`src/rtl/dm_store_buffer.sv`:
```
// Store buffer between the core data-memory ports and the data RAM: FIFO of whole-word stores drained over valid/ready.
// Optional load forwarding from pending stores is enabled by defining DM_SB_FORWARD_EN.
module dm_store_buffer #(
    parameter int DEPTH = 4,
    parameter int AW    = 32,
    parameter int DW    = 32
) (
    input  logic          clk,
    input  logic          rst,
    input  logic          dm_rd_req_i,
    input  logic [AW-1:0] dm_rd_addr_i,
    output logic [DW-1:0] dm_rd_data_o,
    input  logic          dm_wr_req_i,
    input  logic [AW-1:0] dm_wr_addr_i,
    input  logic [DW-1:0] dm_wr_data_i,
    output logic          stall_o,
    output logic          mem_rd_req_o,
    output logic [AW-1:0] mem_rd_addr_o,
    input  logic [DW-1:0] mem_rd_data_i,
    output logic          mem_wr_valid_o,
    input  logic          mem_wr_ready_i,
    output logic [AW-1:0] mem_wr_addr_o,
    output logic [DW-1:0] mem_wr_data_o,
    output logic          sb_empty_o
);

    localparam int            PW       = $clog2(DEPTH);
    localparam logic [PW:0]   FULL_CNT = (PW+1)'(DEPTH);

    logic [AW-1:0] addr_q [DEPTH];
    logic [DW-1:0] data_q [DEPTH];
    logic [PW-1:0] wr_ptr;
    logic [PW-1:0] rd_ptr;
    logic [PW:0]   count;

    logic full;
    logic push;
    logic pop;

    assign full           = (count == FULL_CNT);
    assign mem_wr_valid_o = (count != '0);
    assign sb_empty_o     = (count == '0);
    assign mem_wr_addr_o  = addr_q[rd_ptr];
    assign mem_wr_data_o  = data_q[rd_ptr];
    assign mem_rd_req_o   = dm_rd_req_i;
    assign mem_rd_addr_o  = dm_rd_addr_i;

    // A stalled store is held by the core and re-presented, so it must not be queued now.
    assign push = dm_wr_req_i && !stall_o;
    assign pop  = mem_wr_valid_o && mem_wr_ready_i;

`ifdef DM_SB_FORWARD_EN
    logic          fwd_hit;
    logic [DW-1:0] fwd_data;
    logic [PW-1:0] fwd_idx;

    assign stall_o = dm_wr_req_i && full;

    // Walk backward from the newest entry so the latest matching store wins.
    always_comb begin
        fwd_hit  = 1'b0;
        fwd_data = '0;
        fwd_idx  = '0;
        for (int i = 0; i < DEPTH; i++) begin
            fwd_idx = wr_ptr - PW'(i + 1);
            if (!fwd_hit && ((PW+1)'(i) < count) && (addr_q[fwd_idx] == dm_rd_addr_i)) begin
                fwd_hit  = 1'b1;
                fwd_data = data_q[fwd_idx];
            end
        end
    end

    always_comb begin
        dm_rd_data_o = mem_rd_data_i;
        if (dm_rd_req_i) begin
            if (dm_wr_req_i && !stall_o && (dm_wr_addr_i == dm_rd_addr_i)) begin
                dm_rd_data_o = dm_wr_data_i;
            end else if (fwd_hit) begin
                dm_rd_data_o = fwd_data;
            end
        end
    end
`else
    // Without forwarding, a load waits until no store is pending or arriving.
    assign stall_o      = (dm_wr_req_i && full) ||
                          (dm_rd_req_i && ((count != '0) || dm_wr_req_i));
    assign dm_rd_data_o = mem_rd_data_i;
`endif

    always_ff @(posedge clk) begin
        if (push) begin
            addr_q[wr_ptr] <= dm_wr_addr_i;
            data_q[wr_ptr] <= dm_wr_data_i;
        end
    end

    always_ff @(posedge clk or posedge rst) begin
        if (rst) begin
            wr_ptr <= '0;
            rd_ptr <= '0;
            count  <= '0;
        end else begin
            if (push) begin
                wr_ptr <= wr_ptr + 1'b1;
            end
            if (pop) begin
                rd_ptr <= rd_ptr + 1'b1;
            end
            case ({push, pop})
                2'b10:   count <= count + 1'b1;
                2'b01:   count <= count - 1'b1;
                default: count <= count;
            endcase
        end
    end

endmodule

```
`config.mk`:
```
export PLATFORM = sky130hd
export DESIGN_NAME = dm_store_buffer
export DESIGN_NICKNAME = d
export VERILOG_FILES = /design/src/rtl/dm_store_buffer.sv
export SDC_FILE = /design/constraint.sdc
export NUM_CORES = 1
export LEC_CHECK = 0
export ABC_AREA = 1
export ABC_CLOCK_PERIOD_IN_PS = 9130
export CAP_MARGIN = 20
export CORE_ASPECT_RATIO = 2
export CORE_UTILIZATION = 34
export DETAILED_ROUTE_END_ITERATION = 12
export MAX_ROUTING_LAYER = met4
export PLACE_DENSITY = 0.68
export SLEW_MARGIN = 0
export SYNTH_ARGS = -nofsm -noshare
export SYNTH_HDL_FRONTEND = slang
export SYNTH_SLANG_ARGS = --single-unit
```
`constraint.sdc`:
```
create_clock -name clk -period 9.13 [get_ports clk]
set_clock_uncertainty 0.05 [all_clocks]
set_input_delay 1.826 -clock clk [delete_from_list [all_inputs] [get_ports clk]]
set_output_delay 1.826 -clock clk [all_outputs]
set_load 0.02 [all_outputs]
```
=== Yosys cells after proc, flatten, opt, wreduce, memory -nomap -nowiden ===
Memory sizes are Yosys's and may differ from the RTL's.
Cells that the tools add are included.
W data, S select, Z words.

* Bits in registers: 7
* RAM bits: 256
* Word-level logic and storage cells: 25
* Memories kept: 2

* Add/subtract/negate cells: 4
* Equal/unequal tests: 3
* Multiplexer cells: 3
* Reductions and logical operators: 10

{| class="wikitable"
|+ Memories
! memory !! depth !! bits a word !! rd ports !! clocked after memory_dff !! write ports !! RTL line !! source
|-
| addr_q || 4 || 32 || 1 || 0 || 1 || 30 || <nowiki>logic [AW-1:0] addr_q [DEPTH];</nowiki>
|-
| data_q || 4 || 32 || 1 || 0 || 1 || 31 || <nowiki>logic [DW-1:0] data_q [DEPTH];</nowiki>
|}

{| class="wikitable"
|+ Operators with widths
! cell !! number
|-
| $pmux W3 S2 || 1
|-
| $add A2 B1 Y2 const B || 2
|-
| $logic_and A1 B1 Y1 || 4
|-
| $add A3 B1 Y3 const B || 1
|-
| $eq A3 B3 Y1 const B || 1
|-
| $logic_not A3 Y1 || 1
|-
| $reduce_bool A3 Y1 || 1
|-
| $sub A3 B1 Y3 const B || 1
|-
| $eq A2 B1 Y1 const B || 1
|-
| $eq A2 B2 Y1 const B || 1
|-
| $logic_or A1 B1 Y1 || 2
|-
| $mux W1 || 2
|-
| $reduce_bool A2 Y1 || 1
|-
| $logic_not A1 Y1 || 1
|}

=== Depth between registers and ports, before layout ===
* Word-level depth: 8
* Mapped depth: 12
* Gate-level depth less buffers: 12

=== Worst setup path after synthesis ===
Ideal clock, no wire load.

* Path kind: input -> register
* Start: input dm_rd_req_i
* End: memory addr_q[0][0], enable pin
* Setup time: 0.487 ns
* Arrival: 4.834 ns
* Required time: 8.593 ns
* Path slack: 3.759 ns
* Stages on the path: 3
* Buffers on the path: 0
* Path through: inv_1 -> nand3_1 -> nor2_1

* Longest elaborated chain between the ends: 6

{| class="wikitable"
|+ Ends and longest elaborated chain
! element !! RTL line !! source
|-
| start, declared || 10 || <nowiki>input logic dm_rd_req_i,</nowiki>
|-
| $logic_and A1 B1 Y1 || 86 || <nowiki>(dm_rd_req_i && ((count != '0) || dm_wr_req_i));</nowiki>
|-
| $logic_or A1 B1 Y1 || 85 || <nowiki>assign stall_o = (dm_wr_req_i && full) ||</nowiki>
|-
| $logic_not A1 Y1 || 49 || <nowiki>assign push = dm_wr_req_i && !stall_o;</nowiki>
|-
| $logic_and A1 B1 Y1 || 49 ||
|-
| $mux W1 || 91 || <nowiki>if (push) begin</nowiki>
|-
| $mux W1 (not written as such) || 92 || <nowiki>addr_q[wr_ptr] <= dm_wr_addr_i;</nowiki>
|-
| end, declared || 30 ||
|}

No other way between the ends.

=== Final worst setup path ===
* Start: register rd_ptr[1]
* End: output mem_wr_data_o[10]

* Longest elaborated chain between the ends: 1

{| class="wikitable"
|+ Ends and longest elaborated chain
! element !! RTL line !! source
|-
| start, declared || 33 || <nowiki>logic [PW-1:0] rd_ptr;</nowiki>
|-
| start signal, assigned || 107 || <nowiki>rd_ptr <= rd_ptr + 1'b1;</nowiki>
|-
| $mem_v2 Z4 W32 || n/a ||
|-
| end, declared || 23 || <nowiki>output logic [DW-1:0] mem_wr_data_o,</nowiki>
|}

No other way between the ends.

==> results.json <==
{
  "status": "finished, final reports clean",
  "initial_core_util_pct": 34.5,
  "dpl.hpwl_um": 14700,
  "leakage_nw": 4.87,
  "clock_latency_ns": 0.52,
  "r2r-end": "data_q[0][26]",
  "vias": 6340,
  "ys_ff_latch": 263,
  "cts_buffers": 25,
  "io_buffers": 136,
  "cap_viol_max_count": 0,
  "rows": 93,
  "dpl.cell_count": 1338,
  "cts_hold_buf": 0,
  "grt_setup_unrepaired": "false",
  "hold_ws_ns": 0.455,
  "swShare_pct": 34.8,
  "end_kind": "output port",
  "cts_setup_buffers": 0,
  "synth_area_leaders": "edfxtp_1 (69%), nand2_1 (4.9%), inv_1 (4.9%)",
  "worstHoldPathType": "reg2reg",
  "area_delta_synth_final_pct": 18.7,
  "p_int_w": 0.00268,
  "timing.rr.start": "count[0]",
  "r2r_slack_ns": 6.77,
  "vias_per_cell": 4.57,
  "p_comb_share_pct": 36.9,
  "syn_area_mm2": 0.0111,
  "min_period_ns": 5.14,
  "grt_pass1_wl_um": 35100,
  "ir_drop_mv": 0.251,
  "synth_ff_type": "edfxtp_1",
  "path_clk_slew_ns": 0.06,
  "fillers": 2984,
  "die_h_um": 258,
  "yosys.area.top_type": "edfxtp_1",
  "place_area_mm2": 0.0123,
  "wire_per_inst_um": 17.0,
  "drt_iter0_drc": 226,
  "grt_pass1_vias": 6250,
  "finalSetupViolations": 0,
  "multi_input_area_mm2": 0.00192,
  "tightest_slew_ns": 0.974,
  "die-area_mm2": 0.0335,
  "core_area_mm2": 0.0322,
  "startpoint": "rd_ptr[1]",
  "cts_resized": 0,
  "pre_cts_ws_ns": 4.04,
  "cp.arrival_ns": 3.26,
  "antenna_found_initial": 3,
  "root_buffer": "clkbuf_16",
  "p_seq_share_pct": 38.3,
  "report.final.slew_viol_count": 0,
  "setup.worst_path.class": "reg2out",
  "fin_crit_sh_pct": 56.3,
  "worstRegToRegCells": 5,
  "die_w_um": 130,
  "synth_cell_type_count": 22,
  "fin_area_mm2": 0.0132,
  "fin_ws_ns": 3.99,
  "max_freq_mhz": 195,
  "switchingPower_w": 0.00143,
  "cp_max_fo": 80,
  "crit_path_end": "mem_wr_data_o[10]",
  "grt_max_degree": 113,
  "tns_ns": 0,
  "place.gp.congestion": 0.740,
  "clk_path_buf_depth": 3,
  "power.share.clock_pct": 24.8,
  "yosysMostFrequentCell": "edfxtp_1",
  "layout-drive-gt1-share_pct": 7.20,
  "worstHoldStart": "count[2]",
  "drc": 0,
  "firstDrtPassIters": 4,
  "cts.sinks": 263,
  "synthCells": 874,
  "synth_top_cell_area_share_pct": 69.1,
  "synth-async-reset-ratio_pct": 2.66,
  "drt_wl_total_um": 23600,
  "syn_nets": 1013,
  "ys.warnings.count": 0,
  "slew_headroom_pct": 35.1,
  "ant_nets": 0,
  "synth_area_per_cell_um2": 12.7,
  "cts.htree.levels": 1,
  "nets": 1080,
  "synth-edff-count": 256,
  "finalHoldViolCount": 0,
  "ios": 265,
  "cts_tree": "yes",
  "final_cells": 1388,
  "grt_overflow_total": 0,
  "seqCellArea_mm2": 0.00787,
  "critPathLaunchType": "flip-flop",
  "ys_top_cells_by_count": "edfxtp_1 (256), nand2_1 (145), inv_1 (144)",
  "yosysSeqAreaShare_pct": 70.7,
  "p_per_area_mw_per_mm2": 312,
  "crit_required_ns": 7.25,
  "grtUsageTotal_pct": 14.6
}
[how the worst min path moves through the flow]
stage | endpoint | slack (ns) | cells past startpoint
2_1_floorplan | count[2] | 0.41 | 2
3_3_place_gp | count[2] | 0.43 | 2
3_5_place_dp | count[2] | 0.44 | 2
4_1_cts | count[0] | 0.46 | 1
5_1_grt | count[0] | 0.49 | 1
6_report | count[2] | 0.46 | 2
[metal layers]
metal | track usage, % | up-vias | routed length (um)
met1 | 13.7 | 3023 | 7820
met3 | 2.94 | 117 | 1640
met5 | - | - | 0
met4 | 10.7 | 0 | 1710
li1 | - | 3071 | -
met2 | 25.8 | 129 | 12400
[critical path, stage by stage (launching register included)]
cell and delay (ns):
dfrtp_4 0.78, buf_4 0.86, o211ai_1 0.21, nand2_1 0.17, clkdlybuf4s50_1 0.61
[layout make-up]
cell class,count,share of cell area (%)
Clock inverter,14,1.24
Tap cell,427,4.05
Timing Repair Buffer,148,11.5
Clock buffer,30,4.88
Sequential cell,263,59.6
Multi-Input combinational cell,359,14.6
Inverter,144,4.09
Antenna cell,3,0.0569
[cell families after synthesis]
family / count (synthesis) / share of synthesized area (%)
compound gates: 195 / 10.7
xor+xnor: 2 / 0.158
fa+ha+maj: 6 / 0.743
buf+inv: 252 / 12.3
flops: 263 / 70.7
simple gates: 156 / 5.39
[power groups by stage]
stage	Combinational, W	Sequential, W	Clock [W]
2_1_floorplan	0.00107	0.00153	0
3_3_place_gp	0.00150	0.00160	0
3_5_place_dp	0.00153	0.00160	0
4_1_cts	0.00154	0.00158	0.00105
5_1_grt	0.00166	0.00159	0.00110
6_report	0.00152	0.00158	0.00102
[layout by cell type, fill, tap and decap left out, types with 3 or more instances in the layout]
cell             count
clkdlybuf4s50_1    136
nand2_1            145
dfrtp_1              5
clkinv_1             3
inv_1              144
nor2_4               4
o21ai_1             43
a21oi_1             49
o211ai_1            64
clkbuf_1             5
buf_12               4
a21oi_2             15
edfxtp_1           256
diode_2              3
bufinv_16            3
buf_4                7
nand4_1              3
o21ai_0             24
clkinvlp_4           3
clkbuf_16           25
ha_1                 5
[registers in the layout (all words and copies together), names as in the netlist]
register	cells
addr_q	128
rd_ptr	2
wr_ptr	2
count	3
data_q	128
[stage by stage]
stage                     total power [W]  utilization [%]
final                             0.00412             41.0
after global routing              0.00435             41.0
after CTS                         0.00417             40.7
after detailed placement          0.00313             38.2
after global placement            0.00310             38.1
after floorplan                   0.00260                -
No activity file was read; power rests on OpenSTA's default activity.
